<file path="config.mk">
export PLATFORM = sky130hd
export DESIGN_NAME = mem_stream_reader
export DESIGN_NICKNAME = d
export VERILOG_FILES = /design/src/rtl/mem_stream_reader.sv
export SDC_FILE = /design/constraint.sdc
export NUM_CORES = 1
export LEC_CHECK = 0
export ABC_AREA = 1
export CAP_MARGIN = 20
export CORE_ASPECT_RATIO = 0.5
export CORE_MARGIN = 2
export CORE_UTILIZATION = 50
export CTS_BUF_LIST = sky130_fd_sc_hd__clkbuf_8 sky130_fd_sc_hd__clkbuf_16
export DETAILED_ROUTE_END_ITERATION = 7
export PLACE_DENSITY_LB_ADDON = 0.12
export SKIP_CTS_REPAIR_TIMING = 1
export SLEW_MARGIN = 20
export SYNTH_ARGS = -nofsm -noshare
export SYNTH_HDL_FRONTEND = slang
export SYNTH_SLANG_ARGS = --single-unit
</file>
<file path="constraint.sdc">
create_clock -name clk -period 5.92 [get_ports clk]
set_input_delay 0.888 -clock clk [delete_from_list [all_inputs] [get_ports clk]]
set_output_delay 0.888 -clock clk [all_outputs]
set_load 0.02 [all_outputs]
</file>
<file path="src/rtl/mem_stream_reader.sv">
// Read-side streamer: walks one memory bank and delivers its words on a valid/ready stream.
// Optional STREAM_POPCNT_EN adds a popcount of out_data[0] over the handshakes of a command.
module mem_stream_reader #(
  parameter int ADDR_LEN = 20,
  parameter int SEL_LEN  = 2,
  parameter int DATA_LEN = 1
) (
  input  logic                clk,
  input  logic                rst,
  input  logic                start,
  input  logic [SEL_LEN-1:0]  sel_in,
  input  logic [ADDR_LEN-1:0] base_addr,
  input  logic [ADDR_LEN:0]   len,
  output logic                busy,
  output logic                done,
  output logic [ADDR_LEN-1:0] mem_addr,
  output logic [SEL_LEN-1:0]  mem_sel,
  output logic                mem_we,
  input  logic [DATA_LEN-1:0] mem_data,
  output logic [DATA_LEN-1:0] out_data,
  output logic                out_valid,
  input  logic                out_ready,
  output logic                out_last,
`ifdef STREAM_POPCNT_EN
  output logic [ADDR_LEN:0]   popcnt,
`endif
  output logic                state_dbg
);

  // Valid/ready: a payload transfers on every rising edge where out_valid and out_ready
  // are both high; while out_valid is high and out_ready low, payload and last are held.

  typedef enum logic {S_IDLE = 1'b0, S_RUN = 1'b1} state_t;

  localparam logic [ADDR_LEN-1:0] ONE_A = 1;
  localparam logic [ADDR_LEN:0]   ONE_L = 1;

  state_t              state_q, state_d;
  logic [SEL_LEN-1:0]  sel_q, sel_d;
  logic [ADDR_LEN-1:0] ptr_q, ptr_d;
  logic [ADDR_LEN-1:0] mem_addr_q, mem_addr_d;
  logic [ADDR_LEN:0]   len_q, len_d;
  logic [ADDR_LEN:0]   issued_q, issued_d;
  logic [ADDR_LEN:0]   popped_q, popped_d;
  logic                v1_q, v1_d;   // read address presented, memory samples it next edge
  logic                v2_q, v2_d;   // read data on mem_data, captured next edge
  logic [DATA_LEN-1:0] fifo_q [3];
  logic [DATA_LEN-1:0] fifo_d [3];
  logic [1:0]          wr_q, wr_d;
  logic [1:0]          rd_q, rd_d;
  logic [1:0]          cnt_q, cnt_d;
  logic                done_q, done_d;
  logic [ADDR_LEN:0]   popcnt_q, popcnt_d;

  logic                hs;
  logic                issue;
  logic [2:0]          occ;

  always_comb begin
    out_valid = (cnt_q != 2'd0);
    out_data  = out_valid ? fifo_q[rd_q] : '0;
    out_last  = out_valid && (popped_q == (len_q - ONE_L));
    hs        = out_valid && out_ready;
    // Slots committed after this edge; a pop on the same edge frees its slot for a new issue.
    occ       = {1'b0, cnt_q} + {2'b00, v1_q} + {2'b00, v2_q} - {2'b00, hs};
    issue     = (state_q == S_RUN) && (issued_q < len_q) && (occ < 3'd3);

    state_d    = state_q;
    sel_d      = sel_q;
    ptr_d      = ptr_q;
    mem_addr_d = mem_addr_q;
    len_d      = len_q;
    issued_d   = issued_q;
    popped_d   = popped_q;
    fifo_d     = fifo_q;
    wr_d       = wr_q;
    rd_d       = rd_q;
    done_d     = 1'b0;
    popcnt_d   = popcnt_q;
    v1_d       = 1'b0;
    v2_d       = v1_q;
    cnt_d      = cnt_q + {1'b0, v2_q} - {1'b0, hs};

    if (v2_q) begin
      fifo_d[wr_q] = mem_data;
      wr_d         = (wr_q == 2'd2) ? 2'd0 : wr_q + 2'd1;
    end
    if (hs) begin
      rd_d     = (rd_q == 2'd2) ? 2'd0 : rd_q + 2'd1;
      popped_d = popped_q + ONE_L;
      if (out_data[0]) popcnt_d = popcnt_q + ONE_L;
    end

    case (state_q)
      S_IDLE: begin
        if (start) begin
          state_d    = S_RUN;
          sel_d      = sel_in;
          len_d      = len;
          mem_addr_d = base_addr;
          popped_d   = '0;
          popcnt_d   = '0;
          if (len != '0) begin
            ptr_d    = base_addr + ONE_A;
            issued_d = ONE_L;
            v1_d     = 1'b1;
          end else begin
            ptr_d    = base_addr;
            issued_d = '0;
          end
        end
      end
      default: begin
        if (issue) begin
          mem_addr_d = ptr_q;
          ptr_d      = ptr_q + ONE_A;
          issued_d   = issued_q + ONE_L;
          v1_d       = 1'b1;
        end
        if ((len_q == '0) || (hs && out_last)) begin
          state_d = S_IDLE;
          done_d  = 1'b1;
        end
      end
    endcase
  end

  always_ff @(posedge clk or negedge rst) begin
    if (!rst) begin
      state_q    <= S_IDLE;
      sel_q      <= '0;
      ptr_q      <= '0;
      mem_addr_q <= '0;
      len_q      <= '0;
      issued_q   <= '0;
      popped_q   <= '0;
      v1_q       <= 1'b0;
      v2_q       <= 1'b0;
      for (int i = 0; i < 3; i++) fifo_q[i] <= '0;
      wr_q       <= 2'd0;
      rd_q       <= 2'd0;
      cnt_q      <= 2'd0;
      done_q     <= 1'b0;
      popcnt_q   <= '0;
    end else begin
      state_q    <= state_d;
      sel_q      <= sel_d;
      ptr_q      <= ptr_d;
      mem_addr_q <= mem_addr_d;
      len_q      <= len_d;
      issued_q   <= issued_d;
      popped_q   <= popped_d;
      v1_q       <= v1_d;
      v2_q       <= v2_d;
      for (int i = 0; i < 3; i++) fifo_q[i] <= fifo_d[i];
      wr_q       <= wr_d;
      rd_q       <= rd_d;
      cnt_q      <= cnt_d;
      done_q     <= done_d;
      popcnt_q   <= popcnt_d;
    end
  end

  assign busy      = (state_q == S_RUN);
  assign done      = done_q;
  assign mem_addr  = mem_addr_q;
  assign mem_sel   = sel_q;
  assign mem_we    = 1'b0;
  assign state_dbg = state_q;
`ifdef STREAM_POPCNT_EN
  assign popcnt    = popcnt_q;
`endif

endmodule

</file>
Word level (Yosys, flattened, before mapping)
Cells that the tools add are included.
- bitwise operators: 3
- eq/ne operators: 4
- multiplexer cells: 32
- reductions and logical operators: 13
- add/subtract/negate cells: 12
- $lt $le $gt $ge: 5
- operators by type and width (operator ; number):
    20-bit 2-to-1 mux ; 7
    21-bit 2-to-1 mux ; 6
    21-bit by 1-bit adder with 21-bit output (second input constant) ; 2
    20-bit by 1-bit adder with 20-bit output (second input constant) ; 2
    21-bit == test ; 1
    21-bit logical NOT ; 1
    21-bit less-than comparator ; 1
    21-bit nonzero test ; 1
    21-bit by 1-bit subtractor with 21-bit output (second input constant) ; 1
    1-bit 2-to-1 mux ; 14
    3-bit >= comparator (second input constant) ; 2
    1-bit logical AND ; 6
    2-bit NOT with 3-bit output ; 2
    2-bit by 1-bit adder with 2-bit output (second input constant) ; 2
    2-bit == test (second input constant) ; 2
    2-bit 2-to-1 mux ; 2
    2-bit AND reduction ; 2
    2-bit nonzero test ; 2
    2-bit by 1-bit adder with 3-bit output ; 1
    3-bit by 1-bit adder with 3-bit output ; 1
    3-bit bitwise mux ; 1
    3-bit by 1-bit less-than comparator with 1-bit output (second input constant) ; 1
    3-bit by 2-bit less-than comparator with 1-bit output (second input constant) ; 1
    3-bit by 1-bit subtractor with 3-bit output ; 1
    7 further kinds ; 7
- output and inout bits: 29
- word-level logic and storage cells: 85
- bits of input ports: 48
- register bits after elaboration: 118

Longest topological paths before layout
Gate-level depths: netlist (run 1).
- depth after elaboration: 7
- depth in mapped cells: 18
- gate-level depth less buffers: 16

Worst setup path before layout (run 1)
OpenSTA, ideal clock, no wires.
- path kind: input-to-reg
- from: input port out_ready
- to: register mem_addr_q[15] (netlist: mem_addr[15])
- arrival: 3.373 ns
- setup time: 0.124 ns
- stages: 16
- slack: 2.423 ns
- required time: 5.796 ns
- cells stage by stage: nand2_2 inv_2 buf_4 ha_1 fa_1 fa_1 nor2_1 a221oi_1 o211ai_1 nor2_4 nand2_4 nand2_4 inv_4 buf_6 nand2_1 nand2_1
- cells in the longest elaborated chain, start to end: 6
- ends and longest elaborated chain (element ; line ; text):
    from (decl) ; 22 ; input logic out_ready,
    1-bit logical AND ; 63 ; hs = out_valid && out_ready;
    net hs ; 55 ; logic hs;
    3-bit by 1-bit subtractor with 3-bit output ; 65 ; occ = {1'b0, cnt_q} + {2'b00, v1_q} + {2'b00, v2_q} - {2'b00, hs};
    3-bit by 2-bit less-than comparator with 1-bit output ; 66 ; issue = (state_q == S_RUN) && (issued_q < len_q) && (occ < 3'd3);
    1-bit logical AND ; 66 ;
    2-bit by 1-bit != test with 1-bit output (no source line) ; n/a ;
    2-bit AND reduction (no source line) ; n/a ;
    to (signal assigned) ; 149 ; mem_addr_q <= mem_addr_d;
    to (decl) ; 41 ; logic [ADDR_LEN-1:0] mem_addr_q, mem_addr_d;
The timed path passes the listed nets, and every way through them passes these cells.
A chain may end at the register's enable or synchronous reset.

Final worst setup path (run 1)
- from: input port out_ready
- to: register ptr_q[19]
- cells in the longest elaborated chain, start to end: 6
- ends and longest elaborated chain (element ; line ; text):
    1-bit logical AND ; 63 ;
    3-bit by 1-bit subtractor with 3-bit output ; 65 ;
    3-bit by 2-bit less-than comparator with 1-bit output ; 66 ;
    1-bit logical AND ; 66 ;
    2-bit by 1-bit != test with 1-bit output (no source line) ; n/a ;
    2-bit AND reduction (no source line) ; n/a ;
    to (signal assigned) ; 148 ; ptr_q <= ptr_d;
    to (decl) ; 40 ; logic [ADDR_LEN-1:0] ptr_q, ptr_d;
No other way between the ends.

==> flow_metrics.env, run 1 <==
export IMPL_status="complete, but fails checks"
export IMPL_violations="DRC"
export IMPL_cts_made_buffers=17
export IMPL_ys_top_cells_by_count="nand2_1, inv_1, nor2_1"
export IMPL_syn_inst=1199
export IMPL_worstSkewPairLatency_ns=0.43
export IMPL_syn2layout_area_growth_pct=17.7
export IMPL_place_congestion=0.929
export IMPL_critPathLaunchType="input pin"
export IMPL_setup_viol=0
export IMPL_register_area_um2=2950
export IMPL_cp_max_fo=52
export IMPL_fin_tns_setup_ns=0
export IMPL_syn_area_per_cell_um2=7.10
export IMPL_timing_final_crit_share=0.751
export IMPL_relSlewSlack=0.382
export IMPL_fp_dieW_um=189
export IMPL_cap_violations=0
export IMPL_final_nets=1340
export IMPL_numClockSinks=118
export IMPL_hold_viol_final=0
export IMPL_cp_required_ns=6.27
export IMPL_hpwlAfterDp_um=17100
export IMPL_htree_levels=4
export IMPL_synth_distinct_cells=49
export IMPL_clkSlewWorstSetupHoldPaths_ns=0.06
export IMPL_min_period_ns=4.45
export IMPL_yosys_area_top_type="dfrtp_1"
export IMPL_synth_ff_type="dfrtp_1"
export IMPL_post_synth_top_count_cell="nand2_1"
export IMPL_leakagePower_uw=0.00476
export IMPL_numPortBuffers=75
export IMPL_cts_root_buf="clkbuf_16"
export IMPL_final_max_slew_viol_count=0
export IMPL_yosysSeqAreaShare=0.347
export IMPL_grt_max_degree=71
export IMPL_wirelength_um=23400
export IMPL_power_density_nw_per_um2=475
export IMPL_synth_edff_count=0
export IMPL_hold_ws_ns=0.420
export IMPL_drcViolationCount=2
export IMPL_synth_fp_nets=1277
export IMPL_grt_pass1_vias=7772
export IMPL_postRouteAntennaNets=0
export IMPL_num_antenna_cells=0
export IMPL_ios=77
export IMPL_cp_arrival_ns=4.79
export IMPL_grt_ovfl_total=0
export IMPL_rsz0062_at_grt="no"
export IMPL_drive_above_1_share=0.0784
export IMPL_dr_pass1_iters=8
export IMPL_ir_drop_uv=256
export IMPL_grt_use_total=0.268
export IMPL_die_h_um=96.3
export IMPL_hold_path_class="flip-flop to flip-flop"
export IMPL_rows=33
export IMPL_worstPathCellList="clkdlybuf4s50_1, nand2_2, inv_2, ha_1, fa_1, fa_1, nor2_1, a221oi_1, o211ai_1, nor2_4, nand2_4, nand2_4, buf_4, nor2_1, a21oi_1"
export IMPL_wl_per_cell_um=15.6
export IMPL_fillers=1515
export IMPL_multi_input_area_um2=4810
export IMPL_routed_via_density=5.47
export IMPL_yosys_warnings=0
export IMPL_initialDrtViolationCount=611
export IMPL_ys_async_sr_fraction=1.00
export IMPL_end_kind="flip-flop"
export IMPL_netlist_area_um2=8510
export IMPL_critical_path_slowest_cell="clkdlybuf4s50_1"
export IMPL_vias=8218
export IMPL_slowest_delay_ns=0.54
export IMPL_synth_top_area_frac=0.347
export IMPL_grt_pass1_wl_um=38100
export IMPL_synth_seq_cells=118
export IMPL_dieArea_um2=18100
export IMPL_core_area_um2=16500
export IMPL_start_util=0.515
export IMPL_cts_buffer_depth=2
export IMPL_skew_ns=0.0135
export IMPL_tritoncts="built"
export IMPL_antenna_found_initial=0
export IMPL_fmax_ghz=0.225
export IMPL_synthTopCellsByArea="dfrtp_1, nand2_1, inv_1"
export IMPL_tightestPinTransition_ns=0.927
export IMPL_crit_type="input pin to flip-flop"
metrics by stage:
stage / worst slack, ns / cells / total power [uW] / util / instance area [um2]
final: 1.47 / 1502 / 4760 / 0.607 / 10000
after global routing: 1.10 / 1502 / 5130 / 0.607 / 10000
after CTS: 1.49 / 1502 / 4780 / 0.606 / 10000
after detailed placement: 1.09 / 1470 / 3620 / 0.567 / 9370
after global placement: 1.19 / 1470 / 3540 / 0.567 / 9370
after floorplan: 2.42 / 1199 / 3070 / - / 8510
per-layer routing:
layer	share of wire	vias up	track usage
li1	-	4032	-
met2	0.47	230	0.470
met4	0.014	0	0.0755
met1	0.46	3918	0.343
met5	0	-	0
met3	0.049	38	0.0518
kinds of logic after synthesis:
| logic type | count (synthesis) | share of synthesized area |
|---|---|---|
| buffers and inverters | 181 | 0.0889 |
| XOR/XNOR | 56 | 0.0592 |
| adder cells (fa/ha/maj) | 30 | 0.0459 |
| AO/OA/AOI/OAI | 163 | 0.102 |
| AND/OR/NAND/NOR | 650 | 0.357 |
| flip-flops | 118 | 0.347 |
| other | 1 | 0.000441 |
registers in the layout (all words and copies together) (netlist names):
name      cells
done          1
ptr_q        20
issued_q     21
cnt_q         2
mem_addr     20
wr_q          2
busy          1
v2_q          1
len_q        21
v1_q          1
popped_q     21
rd_q          2
fifo_q        3
mem_sel       2
worst max-delay path, delay by kind of cell:
| family | cells | cell delay (ns) |
|---|---|---|
| AOI/OAI and AO/OA | 3 | 0.50 |
| buffers and inverters | 3 | 1.16 |
| and+or+nand+nor | 6 | 1.05 |
| adders and majority gates | 3 | 1.16 |
power by group:
group | total, uW | internal [uW] | switching (uW)
logic | 2230 | 770 | 1460
clock network | 1150 | 760 | 392
registers | 1380 | 1090 | 294
total | 4760 | 2620 | 2150
layout by cell type, fill, tap and decap left out, drive strengths merged, types with 2 or more instances in the layout:
| cell type | synthesis | final |
|---|---|---|
| nand2 | 321 | 321 |
| o211ai | 6 | 6 |
| nor4 | 7 | 7 |
| inv | 146 | 150 |
| ha | 28 | 28 |
| clkbuf | 14 | 19 |
| nor3b | 3 | 3 |
| a21boi | 2 | 2 |
| a211oi | 3 | 3 |
| bufinv | 0 | 5 |
| clkdlybuf4s50 | 0 | 74 |
| nand4 | 36 | 36 |
| nor3 | 43 | 43 |
| a21oi | 36 | 36 |
| clkinv | 0 | 3 |
| nor2 | 141 | 141 |
| fa | 2 | 2 |
| buf | 21 | 5 |
| nand3 | 89 | 89 |
| o21a | 3 | 3 |
| xor2 | 44 | 44 |
| xnor2 | 11 | 11 |
| dfrtp | 118 | 118 |
| o21ai | 110 | 110 |
| nand3b | 6 | 6 |
worst paths after layout:
check                                   startpoint                       end  slack (ns)  cells past startpoint
worst min-delay path                v1_q$_DFF_PN0_            v2_q$_DFF_PN0_        0.42                      0
worst max-delay path                     out_ready     ptr_q[19]$_DFFE_PN0P_        1.47                     15
worst max register to register  cnt_q[1]$_DFF_PN0_     ptr_q[19]$_DFFE_PN0P_        1.66                     16
min in group asynchronous                      rst      ptr_q[5]$_DFFE_PN0P_        0.61                      1
worst min register to register      v1_q$_DFF_PN0_            v2_q$_DFF_PN0_        0.42                      0
max in group asynchronous                      rst  issued_q[12]$_DFFE_PN0P_        4.08                      2
layout make-up:
cell class,count,share of cell area
Multi-Input combinational cell,900,0.480
Sequential cell,118,0.295
Timing Repair Buffer,79,0.0777
Inverter,146,0.0552
Clock buffer,19,0.0452
Tap cell,227,0.0284
Clock inverter,13,0.0187
No activity file was read; power rests on OpenSTA's default activity.
==> inputs of run 2 (changes only) <==
==> constraint.sdc (replaced) <==
create_clock -name clk -period 4.5 [get_ports clk]
set_input_delay 0.675 -clock clk [delete_from_list [all_inputs] [get_ports clk]]
set_output_delay 0.675 -clock clk [all_outputs]
set_load 0.02 [all_outputs]
==> flow_metrics.env, run 2 (synthesized netlist as in run 1, its figures left out) <==
export IMPL_status="completed"
export IMPL_final_nets=1344
export IMPL_final_core_util=0.606
export IMPL_power_share_clock=0.222
export IMPL_cap_violations=0
export IMPL_power_density_nw_per_um2=627
export IMPL_grt_pass1_wl_um=38900
export IMPL_relSlewSlack=0.393
export IMPL_grt_max_degree=54
export IMPL_fp_dieW_um=189
export IMPL_ir_drop_uv=449
export IMPL_clkSlewWorstSetupHoldPaths_ns=0.06
export IMPL_crit_buf_inv=2
export IMPL_seqPwrFrac=0.290
export IMPL_grt_pass1_vias=7678
export IMPL_start_util=0.515
export IMPL_die_h_um=96.3
export IMPL_path_delay_family="simple AND/OR/NAND/NOR gates"
export IMPL_fin_tns_setup_ns=0
export IMPL_ios=77
export IMPL_r2r_slack_ns=0.70
export IMPL_cp_required_ns=3.83
export IMPL_hold_path_class="input pin to asynchronous set/reset pin"
export IMPL_p_switching_uw=2860
export IMPL_tightestPinTransition_ns=0.909
export IMPL_place_congestion=0.934
export IMPL_num_antenna_cells=0
export IMPL_critPathLaunchType="flip-flop"
export IMPL_placed_area_um2=9430
export IMPL_rsz0062_at_grt="no"
export IMPL_dieArea_um2=18100
export IMPL_routed_via_density=5.37
export IMPL_end_kind="primary output"
export IMPL_htree_levels=4
export IMPL_final_max_slew_viol_count=0
export IMPL_setup_viol=0
export IMPL_grt_ovfl_total=0
export IMPL_cp_arrival_ns=3.18
export IMPL_p_int_uw=3420
export IMPL_drcViolationCount=0
export IMPL_final_common_cell="nand2_1"
export IMPL_leakagePower_uw=0.00474
export IMPL_hpwlAfterDp_um=17400
export IMPL_wirelength_um=23500
export IMPL_rows=33
export IMPL_crit_type="flip-flop to primary output"
export IMPL_p_comb_frac=0.488
export IMPL_vias=8081
export IMPL_swShare=0.456
export IMPL_postRouteAntennaNets=0
export IMPL_timing_final_crit_share=0.857
export IMPL_wl_per_cell_um=15.6
export IMPL_critical_path_slowest_cell="clkdlybuf4s50_1"
export IMPL_drive_above_1_share=0.0807
export IMPL_min_period_ns=3.86
export IMPL_syn2layout_area_growth_pct=17.7
export IMPL_antenna_found_initial=0
export IMPL_grt_use_total=0.276
export IMPL_worstPathCellList="inv_1, ha_1, nand2_2, nor2_2, nand2_1, nand2_1, nand2_1, nand2_1, nand3_1, nor2_1, nand3_1, nor2_2, and2_2, clkdlybuf4s50_1"
export IMPL_hold_viol_final=0
export IMPL_cp_max_fo=7
export IMPL_cts_made_buffers=17
export IMPL_hold_ws_ns=0.263
export IMPL_worstSkewPairLatency_ns=0.42
export IMPL_cp_common_cell="nand2_1"
export IMPL_core_area_um2=16500
export IMPL_tritoncts="built"
export IMPL_numPortBuffers=75
export IMPL_slowest_delay_ns=0.60
export IMPL_finalPower_uw=6280
export IMPL_dr_pass1_iters=5
export IMPL_fillers=1501
export IMPL_design_area_um2=10000
export IMPL_numClockSinks=118
export IMPL_fmax_ghz=0.259
export IMPL_top_regs="issued_q: 21 flops, len_q: 21 flops, popped_q: 21 flops"
export IMPL_skew_ns=0.00912
export IMPL_initialDrtViolationCount=477
export IMPL_final_cell_mix="nand2_1, inv_1, nor2_1"
export IMPL_cts_root_buf="clkbuf_16"
export IMPL_cts_buffer_depth=2
==> run 2: cell types whose count changed in the layout (fill, tap and decap cells not counted) <==
cell | previous run | this run
buf_4 | 5 | 7
bufinv_16 | 5 | 3
buf_12 | 0 | 2
inv_1 | 142 | 140
nand3_1 | 85 | 86
clkinvlp_4 | 1 | 3
nand3_2 | 4 | 3
==> run 2: worst paths after layout <==
path | to | startpoint | cells after the start
min in group clk | mem_addr[3]$_DFFE_PN0P_ | mem_addr[3]$_DFFE_PN0P_ | 2
setup reg to reg | mem_addr[10]$_DFFE_PN0P_ | cnt_q[1]$_DFF_PN0_ | 16
hold / removal | mem_addr[5]$_DFFE_PN0P_ | rst | 1
hold reg to reg | mem_addr[3]$_DFFE_PN0P_ | mem_addr[3]$_DFFE_PN0P_ | 2
max in group asynchronous | popped_q[3]$_DFF_PN0_ | rst | 2
setup / recovery | out_last | len_q[0]$_DFFE_PN0P_ | 14
==> run 2: power by group through the flow <==
stage | sequential (uW) | combinational, uW | clock [uW]
floorplan | 1800 | 2240 | 0
global placement | 1820 | 2980 | 0
detailed placement | 1820 | 3060 | 0
CTS | 1810 | 3080 | 1400
global route | 1870 | 3470 | 1460
finish | 1820 | 3070 | 1390
==> run 2: through the flow <==
step	worst slack [ns]	std cells
6_report	0.643	1504
5_1_grt	0.382	1504
4_1_cts	0.645	1504
3_5_place_dp	0.293	1474
3_3_place_gp	0.327	1474
2_1_floorplan	1.22	1199
==> run 2: area by class of cell <==
type / instances / area, um2 / share of cell area
multi-input cells: 900 / 4800 / 0.480
flip-flops and latches: 118 / 2950 / 0.295
repair buffers: 83 / 833 / 0.0832
inverters: 146 / 553 / 0.0552
clock buffers: 19 / 453 / 0.0452
well taps: 227 / 284 / 0.0284
clock inverters: 11 / 135 / 0.0135
==> run 2: routing by layer <==
layer | share of wire | global-route usage | vias up | wire length, um
met3 | 0.061 | 0.0481 | 30 | 1430
met1 | 0.46 | 0.369 | 3789 | 10700
met2 | 0.47 | 0.469 | 237 | 11000
met5 | 0 | 0 | - | 0
met4 | 0.015 | 0.0749 | 0 | 356
li1 | - | - | 4025 | -
==> inputs of run 3 (changes only) <==
--- a/config.mk
+++ b/config.mk
@@ -6,11 +6,11 @@
 export NUM_CORES = 1
 export LEC_CHECK = 0
 export ABC_AREA = 1
-export CAP_MARGIN = 20
 export CORE_ASPECT_RATIO = 0.5
 export CORE_MARGIN = 2
 export CORE_UTILIZATION = 50
 export CTS_BUF_LIST = sky130_fd_sc_hd__clkbuf_8 sky130_fd_sc_hd__clkbuf_16
+export CTS_CLUSTER_DIAMETER = 200
 export DETAILED_ROUTE_END_ITERATION = 7
 export PLACE_DENSITY_LB_ADDON = 0.12
 export SKIP_CTS_REPAIR_TIMING = 1
==> constraint.sdc (replaced) <==
create_clock -name clk -period 4.5 [get_ports clk]
set_input_delay 1.35 -clock clk [delete_from_list [all_inputs] [get_ports clk]]
set_output_delay 1.35 -clock clk [all_outputs]
set_load 0.02 [all_outputs]
==> flow_metrics.env, run 3 (synthesized netlist as in run 1, its figures left out) <==
export IMPL_crit_type="flip-flop to primary output"
export IMPL_grt_use_total=0.275
export IMPL_dr_pass1_iters=5
export IMPL_drcViolationCount=0
export IMPL_multi_input_area_um2=4810
export IMPL_final_cell_mix="nand2_1, inv_1, nor2_1"
export IMPL_final_core_util=0.610
export IMPL_initialDrtViolationCount=590
export IMPL_path_delay_family="simple AND/OR/NAND/NOR gates"
export IMPL_setup_viol=0
export IMPL_slowest_delay_ns=0.39
export IMPL_worstSkewPairLatency_ns=0.42
export IMPL_critPathLaunchType="flip-flop"
export IMPL_register_area_um2=2950
export IMPL_clkSlewWorstSetupHoldPaths_ns=0.06
export IMPL_grt_max_degree=78
export IMPL_core_area_um2=16500
export IMPL_tritoncts="built"
export IMPL_cts_made_buffers=17
export IMPL_critical_path_slowest_cell="dfrtp_1"
export IMPL_num_antenna_cells=0
export IMPL_hpwlAfterDp_um=17700
export IMPL_die_h_um=96.3
export IMPL_crit_buf_inv=2
export IMPL_top_regs="issued_q: 21 flops, len_q: 21 flops, popped_q: 21 flops"
export IMPL_hold_viol_final=0
export IMPL_wirelength_um=23800
export IMPL_cts_buffer_depth=2
export IMPL_routed_via_density=5.43
export IMPL_end_kind="primary output"
export IMPL_cts_root_buf="clkbuf_16"
export IMPL_numClockSinks=118
export IMPL_grt_ovfl_total=0
export IMPL_final_max_slew_viol_count=0
export IMPL_cp_max_fo=7
export IMPL_leakagePower_uw=0.00477
export IMPL_path_depth=14
export IMPL_syn2layout_area_growth_pct=18.3
export IMPL_cap_violations=0
export IMPL_grt_pass1_wl_um=39000
export IMPL_postRouteAntennaNets=0
export IMPL_crit_start="len_q[0]$_DFFE_PN0P_"
export IMPL_skew_ns=0.00871
export IMPL_rows=33
export IMPL_fin_tns_setup_ns=0
export IMPL_drive_above_1_share=0.0889
export IMPL_htree_levels=4
export IMPL_wl_per_cell_um=15.7
export IMPL_fp_dieW_um=189
export IMPL_whs_path_depth=2
export IMPL_cp_common_cell="nand2_1"
export IMPL_hold_path_class="flip-flop to flip-flop"
export IMPL_vias=8197
export IMPL_power_density_nw_per_um2=628
export IMPL_cp_required_ns=3.15
export IMPL_dieArea_um2=18100
export IMPL_rsz0062_at_grt="no"
export IMPL_numPortBuffers=75
export IMPL_ir_drop_uv=514
export IMPL_antenna_found_initial=0
export IMPL_cp_arrival_ns=2.62
export IMPL_ios=77
export IMPL_tightestPinTransition_ns=0.874
export IMPL_worstRegToRegCells=16
export IMPL_final_common_cell="nand2_1"
export IMPL_timing_final_crit_share=0.882
export IMPL_grt_pass1_vias=7734
export IMPL_status="completed"
export IMPL_hp_start="mem_addr[14]$_DFFE_PN0P_"
export IMPL_fillers=1531
export IMPL_place_congestion=0.946
export IMPL_r2r_start="cnt_q[1]$_DFF_PN0_"
export IMPL_worstPathCellList="inv_2, ha_2, nand2_2, nor2_2, nand2_1, nand2_1, nand2_1, nand2_1, nand3_1, nor2_1, nand3_1, nor2_2, and2_2, dlymetal6s2s_1"
export IMPL_relSlewSlack=0.417
export IMPL_final_nets=1348
export IMPL_min_period_ns=3.97
export IMPL_fmax_ghz=0.252
export IMPL_start_util=0.515
run 3: worst paths after layout:
check                           slack [ns]                       end
worst max-delay path                  0.53                  out_last
worst min-delay path                  0.47  mem_addr[14]$_DFFE_PN0P_
worst max register to register        1.15     ptr_q[15]$_DFFE_PN0P_
worst min register to register        0.47  mem_addr[14]$_DFFE_PN0P_
max in group asynchronous             2.71     popped_q[1]$_DFF_PN0_
min in group asynchronous             0.93   mem_addr[7]$_DFFE_PN0P_
run 3: area by class of cell:
| type | count | share of cell area |
|---|---|---|
| well taps | 227 | 0.0282 |
| multi-input cells | 900 | 0.478 |
| inverters | 146 | 0.0549 |
| repair buffers | 87 | 0.0872 |
| clock buffers | 18 | 0.0436 |
| clock inverters | 14 | 0.0153 |
| flip-flops and latches | 118 | 0.293 |
run 3: per-stage QoR:
stage | area (um2) | hold WS (ns) | power, uW | cells | setup slack, ns
4_1_cts | 10100 | 0.460 | 6330 | 1510 | 0.0210
3_5_place_dp | 9470 | 0.448 | 4930 | 1478 | 0.0991
5_1_grt | 10100 | 0.477 | 6850 | 1510 | 0.336
6_report | 10100 | 0.472 | 6330 | 1510 | 0.532
3_3_place_gp | 9470 | 0.449 | 4830 | 1478 | 0.122
2_1_floorplan | 8510 | 0.354 | 4040 | 1199 | 0.541
run 3: layer usage:
layer,GRT usage,vias to the layer above,wire [um],part of all wire
li1,-,4040,-,-
met1,0.357,3891,10900,0.46
met2,0.474,226,11200,0.47
met3,0.0510,40,1130,0.047
met4,0.0820,0,478,0.020
met5,0,-,0,0
run 3: worst register-to-register path, delay by kind of cell (launching register included):
family          cells  cell delay, ns
compound gates      4            0.54
fa+ha+maj           3            1.14
buf+inv             3            0.40
flops               1            0.44
simple gates        6            0.76
run 3: power breakdown:
| part | internal [uW] | switching, uW |
|---|---|---|
| logic | 1160 | 1960 |
| clock network | 833 | 546 |
| registers | 1430 | 394 |
| total | 3420 | 2910 |
